--- src/rtl/multiplexer_8to1_tdm_if.sv ---
// Bundle for the 8-to-1 TDM collector: lane inputs, scan controls and the valid/ready output beat.
// out_parity exists only when MULTIPLEXER_8TO1_TDM_PARITY_EN is defined.
interface multiplexer_8to1_tdm_if #(
    parameter int WIDTH = 1
);
    logic                 enable;
    logic [7:0]           lane_mask;
    logic [8*WIDTH-1:0]   in_data;
    logic                 out_ready;
    logic [WIDTH-1:0]     out_data;
    logic [2:0]           out_select;
    logic                 out_valid;
    logic                 frame_start;
`ifdef MULTIPLEXER_8TO1_TDM_PARITY_EN
    logic                 out_parity;

    modport master (
        input  enable, lane_mask, in_data, out_ready,
        output out_data, out_select, out_valid, frame_start, out_parity
    );

    modport slave (
        output enable, lane_mask, in_data, out_ready,
        input  out_data, out_select, out_valid, frame_start, out_parity
    );
`else
    modport master (
        input  enable, lane_mask, in_data, out_ready,
        output out_data, out_select, out_valid, frame_start
    );

    modport slave (
        output enable, lane_mask, in_data, out_ready,
        input  out_data, out_select, out_valid, frame_start
    );
`endif
endinterface

--- src/rtl/multiplexer_8to1_tdm.sv ---
// Registered 8-to-1 time-division multiplexer: round-robin scan of unmasked lanes onto one valid/ready lane.
// Optional out_parity output enabled by defining MULTIPLEXER_8TO1_TDM_PARITY_EN.
module multiplexer_8to1_tdm #(
    parameter int WIDTH = 1
) (
    input  logic                     clk,
    input  logic                     reset,
    multiplexer_8to1_tdm_if.master   bus
);
    logic [WIDTH-1:0] out_data_q, out_data_d;
    logic [2:0]       out_select_q, out_select_d;
    logic             out_valid_q, out_valid_d;
    logic             frame_start_q, frame_start_d;
    logic [2:0]       ptr_q, ptr_d;
    logic             first_q, first_d;
`ifdef MULTIPLEXER_8TO1_TDM_PARITY_EN
    logic             out_parity_q, out_parity_d;
`endif

    logic [WIDTH-1:0] lane_data [8];
    logic [7:0]       hit;
    logic [2:0]       found_lane;
    logic             issue;

    // hit[k] is the mask bit of the lane k steps after the pointer
    generate
        for (genvar gi = 0; gi < 8; gi++) begin : g_lane
            assign lane_data[gi] = bus.in_data[gi*WIDTH +: WIDTH];
            assign hit[gi]       = bus.lane_mask[ptr_q + 3'(gi)];
        end
    endgenerate

    // Scan from the farthest offset down so the nearest unmasked lane wins
    always_comb begin
        found_lane = ptr_q;
        for (int k = 7; k >= 0; k--) begin
            if (hit[k]) begin
                found_lane = ptr_q + 3'(k);
            end
        end
    end

    assign issue = bus.enable && (bus.lane_mask != 8'd0) && (!out_valid_q || bus.out_ready);

    always_comb begin
        out_data_d    = out_data_q;
        out_select_d  = out_select_q;
        out_valid_d   = out_valid_q;
        frame_start_d = frame_start_q;
        ptr_d         = ptr_q;
        first_d       = first_q;
`ifdef MULTIPLEXER_8TO1_TDM_PARITY_EN
        out_parity_d  = out_parity_q;
`endif
        if (issue) begin
            out_data_d    = lane_data[found_lane];
            out_select_d  = found_lane;
            out_valid_d   = 1'b1;
            // out_select_q still holds the previously issued lane; a wrap or repeat opens a new frame
            frame_start_d = first_q || (found_lane <= out_select_q);
            ptr_d         = found_lane + 3'd1;
            first_d       = 1'b0;
`ifdef MULTIPLEXER_8TO1_TDM_PARITY_EN
            out_parity_d  = ^lane_data[found_lane];
`endif
        end else if (out_valid_q && bus.out_ready) begin
            out_valid_d   = 1'b0;
            frame_start_d = 1'b0;
        end
    end

    always_ff @(posedge clk or posedge reset) begin
        if (reset) begin
            out_data_q    <= '0;
            out_select_q  <= 3'd0;
            out_valid_q   <= 1'b0;
            frame_start_q <= 1'b0;
            ptr_q         <= 3'd0;
            first_q       <= 1'b1;
`ifdef MULTIPLEXER_8TO1_TDM_PARITY_EN
            out_parity_q  <= 1'b0;
`endif
        end else begin
            out_data_q    <= out_data_d;
            out_select_q  <= out_select_d;
            out_valid_q   <= out_valid_d;
            frame_start_q <= frame_start_d;
            ptr_q         <= ptr_d;
            first_q       <= first_d;
`ifdef MULTIPLEXER_8TO1_TDM_PARITY_EN
            out_parity_q  <= out_parity_d;
`endif
        end
    end

    assign bus.out_data    = out_data_q;
    assign bus.out_select  = out_select_q;
    assign bus.out_valid   = out_valid_q;
    assign bus.frame_start = frame_start_q;
`ifdef MULTIPLEXER_8TO1_TDM_PARITY_EN
    assign bus.out_parity  = out_parity_q;
`endif

endmodule
--- src/flat_wrapper.sv ---
// flat-port wrapper written by rule: the top's interface ports become plain ports
module multiplexer_8to1_tdm_flat 
#(
    parameter int WIDTH = 1
)
  (clk, reset, bus_enable, bus_lane_mask, bus_in_data, bus_out_ready, bus_out_data, bus_out_select, bus_out_valid, bus_frame_start);
  multiplexer_8to1_tdm_if #(.WIDTH(WIDTH)) bus_i ();
  input  logic clk;
  input  logic reset;
  input wire logic [$bits(bus_i.enable)-1:0] bus_enable;
  input wire logic [$bits(bus_i.lane_mask)-1:0] bus_lane_mask;
  input wire logic [$bits(bus_i.in_data)-1:0] bus_in_data;
  input wire logic [$bits(bus_i.out_ready)-1:0] bus_out_ready;
  output wire logic [$bits(bus_i.out_data)-1:0] bus_out_data;
  output wire logic [$bits(bus_i.out_select)-1:0] bus_out_select;
  output wire logic [$bits(bus_i.out_valid)-1:0] bus_out_valid;
  output wire logic [$bits(bus_i.frame_start)-1:0] bus_frame_start;
  assign bus_i.enable = bus_enable;
  assign bus_i.lane_mask = bus_lane_mask;
  assign bus_i.in_data = bus_in_data;
  assign bus_i.out_ready = bus_out_ready;
  assign bus_out_data = bus_i.out_data;
  assign bus_out_select = bus_i.out_select;
  assign bus_out_valid = bus_i.out_valid;
  assign bus_frame_start = bus_i.frame_start;
  multiplexer_8to1_tdm #(.WIDTH(WIDTH)) u_core (.clk(clk), .reset(reset), .bus(bus_i));
endmodule
--- config.mk ---
export PLATFORM = sky130hd
export DESIGN_NAME = multiplexer_8to1_tdm_flat
export DESIGN_NICKNAME = d
export VERILOG_FILES = /design/src/rtl/multiplexer_8to1_tdm_if.sv /design/src/rtl/multiplexer_8to1_tdm.sv /design/src/flat_wrapper.sv
export SDC_FILE = /design/constraint.sdc
export NUM_CORES = 1
export LEC_CHECK = 0
export BUFFER_PORTS_ARGS = -buffer_cell sky130_fd_sc_hd__buf_2
export CORE_UTILIZATION = 58
export CTS_BUF_LIST = sky130_fd_sc_hd__clkbuf_8
export DETAILED_ROUTE_END_ITERATION = 7
export GPL_TIMING_DRIVEN = 0
export PLACE_DENSITY = 0.83
export SLEW_MARGIN = 10
export SYNTH_ARGS = -nofsm -noshare
export SYNTH_HDL_FRONTEND = slang
export SYNTH_SLANG_ARGS = --single-unit
--- constraint.sdc ---
create_clock -name clk -period 5 [get_ports clk]
set_clock_uncertainty 0.05 [all_clocks]
set_input_delay 0.5 -clock clk [delete_from_list [all_inputs] [get_ports clk]]
set_output_delay 0.5 -clock clk [all_outputs]
set_load 0.05 [all_outputs]
; After elaboration in Yosys (flattened, before gate mapping)
; Index checks and enable logic that the tools add are counted.
[op_classes]
n_addsub = 8
order_cmp = 10
muxes = 30
bitwise = 1
n_reduce_logical = 8
[op_table]
columns = operator, count
row1 = "3-bit by 4-bit less-than comparator with 1-bit output, second input constant", 8
row2 = 1-bit binary-select mux with 3-bit select, 9
row3 = 3-bit two-way mux, 8
row4 = 1-bit two-way mux, 13
row5 = "3-bit adder, second input constant", 4
row6 = 8-bit nonzero test, 1
row7 = "3-bit by 1-bit adder with 3-bit output, second input constant", 2
row8 = "3-bit by 2-bit adder with 3-bit output, second input constant", 2
row9 = "4-bit greater-or-equal comparator, second input constant", 1
row10 = 3-bit NOT with 4-bit output, 1
row11 = 3-bit less-or-equal comparator, 1
row12 = 1-bit logical AND, 3
row13 = 1-bit logical OR, 2
row14 = 2-bit nonzero test, 1
row15 = 1-bit zero test, 1
[word_totals]
reg_bits = 10
input_bits = 20
out_inout_bits = 6

; Depth between registers and ports, before layout
; Gate-level depths: netlist (run 1).
[logic_depth]
ltp_word = 15
ltp_mapped = 21
ltp_nobuf = 17

; Worst setup path after synthesis (run 1)
; No wires, ideal clock.
[synth_timing]
path_type = reg2reg
startpoint = register u_core.ptr_q[0]
endpoint = register u_core.frame_start_q (netlist: u_core.bus.frame_start)
arrival_ns = 3.665
required_ns = 4.798
path_slack_ns = 1.133
stages_incl_launch_ff = 19
n_path_buf = 3
cell_sequence = dfrtp_1 buf_6 buf_6 buf_2 inv_1 ha_1 mux4_2 mux2_2 a32o_1 a222oi_1 mux2i_1 a21o_1 ha_1 a21o_1 a21oi_1 a311oi_1 nor2_1 a21oi_1 o221ai_1
[synth_between]
elab_chain_len = 14
[synth_rtl]
columns = element, line_no
row1 = "start, declared", multiplexer_8to1_tdm.sv:14  ; logic [2:0] ptr_q, ptr_d;
row2 = "start signal, assigned", multiplexer_8to1_tdm.sv:88  ; ptr_q <= ptr_d;
row3 = 3-bit adder, "multiplexer_8to1_tdm.sv:29, multiplexer_8to1_tdm.sv:38"
row4 = 1-bit binary-select mux with 3-bit select, multiplexer_8to1_tdm.sv:29  ; assign hit[gi] = bus.lane_mask[ptr_q + 3'(gi)];
row5 = 1-bit two-way mux (not written as such), multiplexer_8to1_tdm.sv:29
row6 = 3-bit two-way mux (7 in a row), multiplexer_8to1_tdm.sv:37  ; if (hit[k]) begin
row7 = 3-bit two-way mux (*), multiplexer_8to1_tdm.sv:37
row8 = via u_core.found_lane[1], multiplexer_8to1_tdm.sv:22  ; logic [2:0] found_lane;
row9 = 3-bit less-or-equal comparator (*), multiplexer_8to1_tdm.sv:60  ; frame_start_d = first_q || (found_lane <= out_select_q);
row10 = 1-bit logical OR (*), multiplexer_8to1_tdm.sv:60
row11 = 1-bit two-way mux (*), multiplexer_8to1_tdm.sv:55  ; if (issue) begin
row12 = "end signal, assigned", multiplexer_8to1_tdm.sv:87  ; frame_start_q <= frame_start_d;
row13 = "end, declared", multiplexer_8to1_tdm.sv:13  ; logic frame_start_q, frame_start_d;
; The timed path passes the listed nets; every way through them passes the cells marked *. The select of a mux whose other input is x is not followed.
; A chain may end at the register's enable or synchronous reset.

; Worst setup path in the final report (run 1)
; Ends and elaborated chain as after synthesis.

==> flow_summary.json, run 1 <==
{
  "synth_commonest_cells": "nand2_1 (19), mux2i_1 (15), o21ai_0 (11)",
  "antenna_found_initial": 0,
  "r2r_cells": 19,
  "grt_overflow": 0,
  "cp.required_ns": 5.04,
  "yosys.cell_count.top_type": "nand2_1",
  "cts_resized": 0,
  "grt_first_pass_wirelength_um": 6670,
  "totalWireLength_um": 4190,
  "rsz0062_at_grt": "false",
  "outcome": "completed",
  "period_needed_ns": 4.77,
  "crit_path_end": "u_core.bus.frame_start$_DFFE_PP0P_",
  "start_util_pct": 61.3,
  "synth_edf_count": 0,
  "dieArea_mm2": 0.00283,
  "ys_types": 50,
  "hold_class": "input port to async pin",
  "drv_cap": 0,
  "critPathCaptureType": "register",
  "synth_area_leaders": "dfrtp_1 (15%), mux2i_1 (9.9%), mux4_2 (8.9%)",
  "clock-root-buffer": "clkbuf_8",
  "syn_avg_cell_area_um2": 8.78,
  "io_buffers": 21,
  "via_count": 1588,
  "antenna_cells": 0,
  "reg2reg_from": "u_core.ptr_q[0]$_DFFE_PP0P_",
  "drive_above_1_share_pct": 28.8,
  "synth.ff_latch_count": 10,
  "finalHoldViolCount": 0,
  "fin_crit_sh_pct": 95.5,
  "cts_inserted_buffers": 3,
  "startpoint": "u_core.ptr_q[0]$_DFFE_PP0P_",
  "post_cts_buffers": 0,
  "final_max_slew_viol_count": 0,
  "multi_input_area_mm2": 0.00116,
  "ios": 26,
  "ff_latch_area_um2": 251,
  "relSlewSlack_pct": 66.8,
  "gp_congestion": 0.941,
  "yosysTopAreaCellShare_pct": 14.8,
  "grt_usage_pct": 32.6,
  "area_delta_synth_final_pct": 13.0,
  "hold_buffers": 0,
  "r2r_slack_ns": 0.23,
  "drc": 0,
  "die_w_um": 53.2,
  "synth_area_leader_cell": "dfrtp_1",
  "cts_sinks": 10,
  "crit_path_cell_trace": "buf_6 -> buf_6 -> buf_2 -> inv_1 -> ha_1 -> buf_2 -> mux4_1 -> mux2i_1 -> o22ai_1 -> a222oi_1 -> mux2i_1 -> a21o_1 -> ha_1 -> a21o_1 -> a21oi_1 -> a311oi_1 -> nor2_1 -> a21oi_1 -> o221ai_1",
  "netlist_area_mm2": 0.00152,
  "dp_hpwl_um": 3100,
  "final_area_mm2": 0.00172,
  "synth_cells": 173,
  "slowest_delay_ns": 0.40,
  "grt_pass1_vias": 1497,
  "insertion_delay_ns": 0.24,
  "crit_arrival_ns": 4.82,
  "cp_max_fo": 10,
  "rows": 18,
  "h-tree-depth": 1,
  "ys_warn_count": 0,
  "fill_cells": 208,
  "ys_seq_area_share_pct": 16.6,
  "die_h_um": 53.2,
  "timing.fmax_mhz": 210,
  "post_drt_via_cell_ratio": 6.96,
  "drtIter0Drc": 59,
  "grt_max_degree": 11,
  "setup_tns_ns": 0,
  "worst_path_max_delay_cell": "mux4_1",
  "synth_nets": 199,
  "clock_path_buffers": 2,
  "tritoncts": "done",
  "route.antenna.remaining_nets": 0,
  "timing.hold.ws_ns": 0.189,
  "crit_type": "register to register",
  "place_area_mm2": 0.00166,
  "layout.nets": 225,
  "clk_pin_slew_ns": 0.05,
  "yosys_most_used_dff": "dfrtp_1",
  "async_flop_share_pct": 100,
  "worstReg2RegEnd": "u_core.bus.frame_start$_DFFE_PP0P_",
  "tightest_slew_ns": 0.485,
  "finalCoreUtilization_pct": 69.3,
  "setup_viol": 0,
  "core_area_mm2": 0.00248,
  "avgRoutedWirePerCell_um": 18.4,
  "critPathLaunchType": "register",
  "drtPass1Iterations": 4
}
-- per-layer routing --
metal  up-vias  global-route usage, %  part of all wire, %
met1       778                   37.9                   40
met5         -                      0                    0
met3        14                   4.31                  5.9
met4         0                   15.8                  2.6
li1        719                      -                    -
met2        77                   58.2                   52
-- cells by family (layout without fill, tap and decap cells) --
| logic type | after synthesis | in the layout | share of synthesized area (%) |
|---|---|---|---|
| AOI/OAI and AO/OA | 49 | 49 | 23.2 |
| xor gates and xnor gates | 4 | 4 | 2.31 |
| muxes | 33 | 33 | 29.7 |
| adders and majority gates | 6 | 6 | 4.94 |
| buffers and inverters | 24 | 49 | 7.33 |
| DFF | 10 | 10 | 16.6 |
| and+or+nand+nor | 47 | 47 | 16.0 |
-- flip-flops by register name (all words and copies together), names as in the netlist --
name and cells:
u_core.bus.out_select 3, u_core.bus.out_data 1, u_core.first_q 1, u_core.ptr_q 3, u_core.bus.out_valid 1, u_core.bus.frame_start 1
-- worst min-delay path by stage --
stage / end / slack [ns] / depth (start not counted) / startpoint
floorplan: u_core.bus.frame_start$_DFFE_PP0P_ / 0.29 / 1 / reset
global placement: u_core.bus.out_select[0]$_DFFE_PP0P_ / 0.44 / 2 / reset
detailed placement: u_core.first_q$_DFFE_PP1P_ / 0.44 / 1 / u_core.first_q$_DFFE_PP1P_
CTS: u_core.bus.frame_start$_DFFE_PP0P_ / 0.20 / 2 / reset
global route: u_core.ptr_q[1]$_DFFE_PP0P_ / 0.23 / 2 / reset
finish: u_core.bus.frame_start$_DFFE_PP0P_ / 0.19 / 2 / reset
-- worst max-delay path, delay by kind of cell, from the launching register on --
kind,cells,cell delay (ns)
compound gates,8,1.57
flops,1,0.36
fa+ha+maj,2,0.71
simple gates,1,0.10
buf+inv,5,0.95
mux,3,0.89
-- layout by cell type (no fill, tap or decap), types with 2 or more instances in the layout --
master,netlist,layout
mux2i_1,15,15
o21ai_0,11,11
a31oi_1,2,2
nand2_1,19,19
nand2b_1,4,4
dfrtp_1,9,9
and2_1,2,2
a211oi_1,2,2
a221oi_1,3,3
clkbuf_8,0,4
a21o_1,2,2
mux4_1,2,2
mux2_2,10,10
buf_2,5,26
ha_1,6,6
o21ai_1,2,2
mux4_2,6,6
nor2_1,4,4
inv_1,10,10
buf_6,2,2
a311oi_1,3,3
nor4_1,2,2
a21oi_1,8,8
o31ai_1,2,2
xnor2_1,2,2
nand3_1,3,3
xor2_1,2,2
nor3_1,5,5
o22ai_1,3,3
clkbuf_1,6,6
-- layout make-up --
cell class / count / share of cell area, %
timing repair buffer: 21 / 6.12
tap: 30 / 2.19
multi-input combinational: 139 / 67.3
buffer: 13 / 4.08
sequential: 10 / 14.7
inverter: 11 / 2.41
clock buffer: 4 / 3.21
-- through the flow --
stage	instances	setup slack (ns)
floorplan	173	1.13
finish	228	0.227
global placement	224	0.627
CTS	228	0.354
detailed placement	224	0.417
global route	228	0.0226
Power of run 1 is left out: the tool's default activity adds up to more than one toggle a clock period on the data nets, which glitch-free logic cannot reach.
==> run 2, diff against run 1 <==
--- a/config.mk
+++ b/config.mk
@@ -5,7 +5,7 @@
 export SDC_FILE = /design/constraint.sdc
 export NUM_CORES = 1
 export LEC_CHECK = 0
-export BUFFER_PORTS_ARGS = -buffer_cell sky130_fd_sc_hd__buf_2
+export BUFFER_PORTS_ARGS = -buffer_cell sky130_fd_sc_hd__clkbuf_2
 export CORE_UTILIZATION = 58
 export CTS_BUF_LIST = sky130_fd_sc_hd__clkbuf_8
 export DETAILED_ROUTE_END_ITERATION = 7
==> flow_summary.json, run 2 (synthesized netlist as in run 1, its figures left out) <==
{
  "ff_latch_area_um2": 251,
  "crit_type": "register to register",
  "grt_pass1_vias": 1419,
  "cts_inserted_buffers": 3,
  "fin_crit_sh_pct": 89.6,
  "antenna_cells": 0,
  "reg2reg_from": "u_core.ptr_q[0]$_DFFE_PP0P_",
  "via_count": 1532,
  "die_w_um": 53.2,
  "multi_input_area_mm2": 0.00116,
  "grt_max_degree": 11,
  "drv_cap": 0,
  "setup_tns_ns": 0,
  "clk_pin_slew_ns": 0.05,
  "outcome": "completed",
  "layout_commonest_cell": "clkbuf_2",
  "setup_viol": 0,
  "start_util_pct": 61.3,
  "totalWireLength_um": 3960,
  "critPathLaunchType": "register",
  "hold_buffers": 0,
  "cts_resized": 0,
  "grt_usage_pct": 31.0,
  "finalCoreUtilization_pct": 69.3,
  "cts_sinks": 10,
  "ios": 26,
  "h-tree-depth": 1,
  "grt_first_pass_wirelength_um": 6350,
  "tightest_slew_ns": 0.433,
  "slowest_delay_ns": 0.40,
  "cp_max_fo": 10,
  "gp_congestion": 0.942,
  "grt_overflow": 0,
  "drc": 0,
  "crit_arrival_ns": 4.53,
  "final_max_slew_viol_count": 0,
  "io_buffers": 21,
  "period_needed_ns": 4.48,
  "rsz0062_at_grt": "false",
  "tritoncts": "done",
  "post_cts_buffers": 0,
  "cp_num_buf_inv": 8,
  "route.antenna.remaining_nets": 0,
  "relSlewSlack_pct": 70.3,
  "avgRoutedWirePerCell_um": 17.4,
  "finalHoldViolCount": 0,
  "r2r_cells": 21,
  "r2r_slack_ns": 0.52,
  "insertion_delay_ns": 0.23,
  "final_cell_mix": "clkbuf_2 (21), nand2_1 (19), mux2i_1 (15), o21ai_0 (11)",
  "antenna_found_initial": 0,
  "critPathCaptureType": "register",
  "core_area_mm2": 0.00248,
  "drtIter0Drc": 39,
  "worstReg2RegEnd": "u_core.bus.frame_start$_DFFE_PP0P_",
  "fill_cells": 205,
  "area_delta_synth_final_pct": 13.0,
  "path_delay_family": "compound AO/OA/AOI/OAI gates",
  "clock-root-buffer": "clkbuf_8",
  "clock_path_buffers": 2,
  "dieArea_mm2": 0.00283,
  "crit_path_frequent_cell": "inv_1",
  "dp_hpwl_um": 3040,
  "worst_path_max_delay_cell": "mux4_1",
  "post_drt_via_cell_ratio": 6.72,
  "crit_path_cell_trace": "buf_6 -> buf_6 -> buf_2 -> inv_1 -> ha_1 -> buf_2 -> mux4_1 -> mux2_2 -> a21oi_1 -> inv_1 -> o41a_1 -> nand2_2 -> inv_1 -> ha_1 -> inv_1 -> a21o_1 -> a21oi_1 -> a311oi_1 -> nor2_1 -> a21oi_1 -> o221ai_1",
  "drive_above_1_share_pct": 28.8,
  "timing.fmax_mhz": 223,
  "rows": 18,
  "hold_class": "input port to async pin",
  "die_h_um": 53.2,
  "drtPass1Iterations": 6,
  "cp.required_ns": 5.05,
  "layout.nets": 225
}
-- run 2: worst max-delay path by stage --
stage / endpoint / startpoint / depth (start not counted) / slack (ns)
final: u_core.bus.frame_start$_DFFE_PP0P_ / u_core.ptr_q[0]$_DFFE_PP0P_ / 21 / 0.52
after global routing: u_core.bus.frame_start$_DFFE_PP0P_ / u_core.ptr_q[0]$_DFFE_PP0P_ / 21 / 0.25
after floorplan: u_core.bus.frame_start$_DFFE_PP0P_ / u_core.ptr_q[0]$_DFFE_PP0P_ / 18 / 1.13
after CTS: u_core.bus.frame_start$_DFFE_PP0P_ / u_core.ptr_q[0]$_DFFE_PP0P_ / 21 / 0.51
after global placement: u_core.bus.frame_start$_DFFE_PP0P_ / u_core.ptr_q[0]$_DFFE_PP0P_ / 21 / 0.63
after detailed placement: u_core.bus.frame_start$_DFFE_PP0P_ / u_core.ptr_q[0]$_DFFE_PP0P_ / 21 / 0.52
-- run 2: routing by layer --
metal	share of wire [%]	track usage [%]	vias to the layer above
met4	0.53	7.02	0
met2	54	59.1	65
met5	0	0	-
li1	-	-	721
met1	39	37.3	740
met3	6.2	2.01	6
-- run 2: final cells by class --
class                           instances  area share [%]
Multi-Input combinational cell        139            67.3
Sequential cell                        10            14.7
Timing Repair Buffer                   21            6.12
Buffer                                 13            4.08
Clock buffer                            4            3.21
Inverter                               11            2.41
Tap cell                               30            2.19
-- run 2: metrics by stage --
step	cell area, µm²	worst slack (ns)	std cells	hold WS [ns]
6_report	1720	0.520	228	0.172
2_1_floorplan	1520	1.13	173	0.289
4_1_cts	1720	0.507	228	0.184
3_5_place_dp	1660	0.519	224	0.431
5_1_grt	1720	0.247	228	0.215
3_3_place_gp	1660	0.625	224	0.417
Power of run 2 is left out for the same reason.
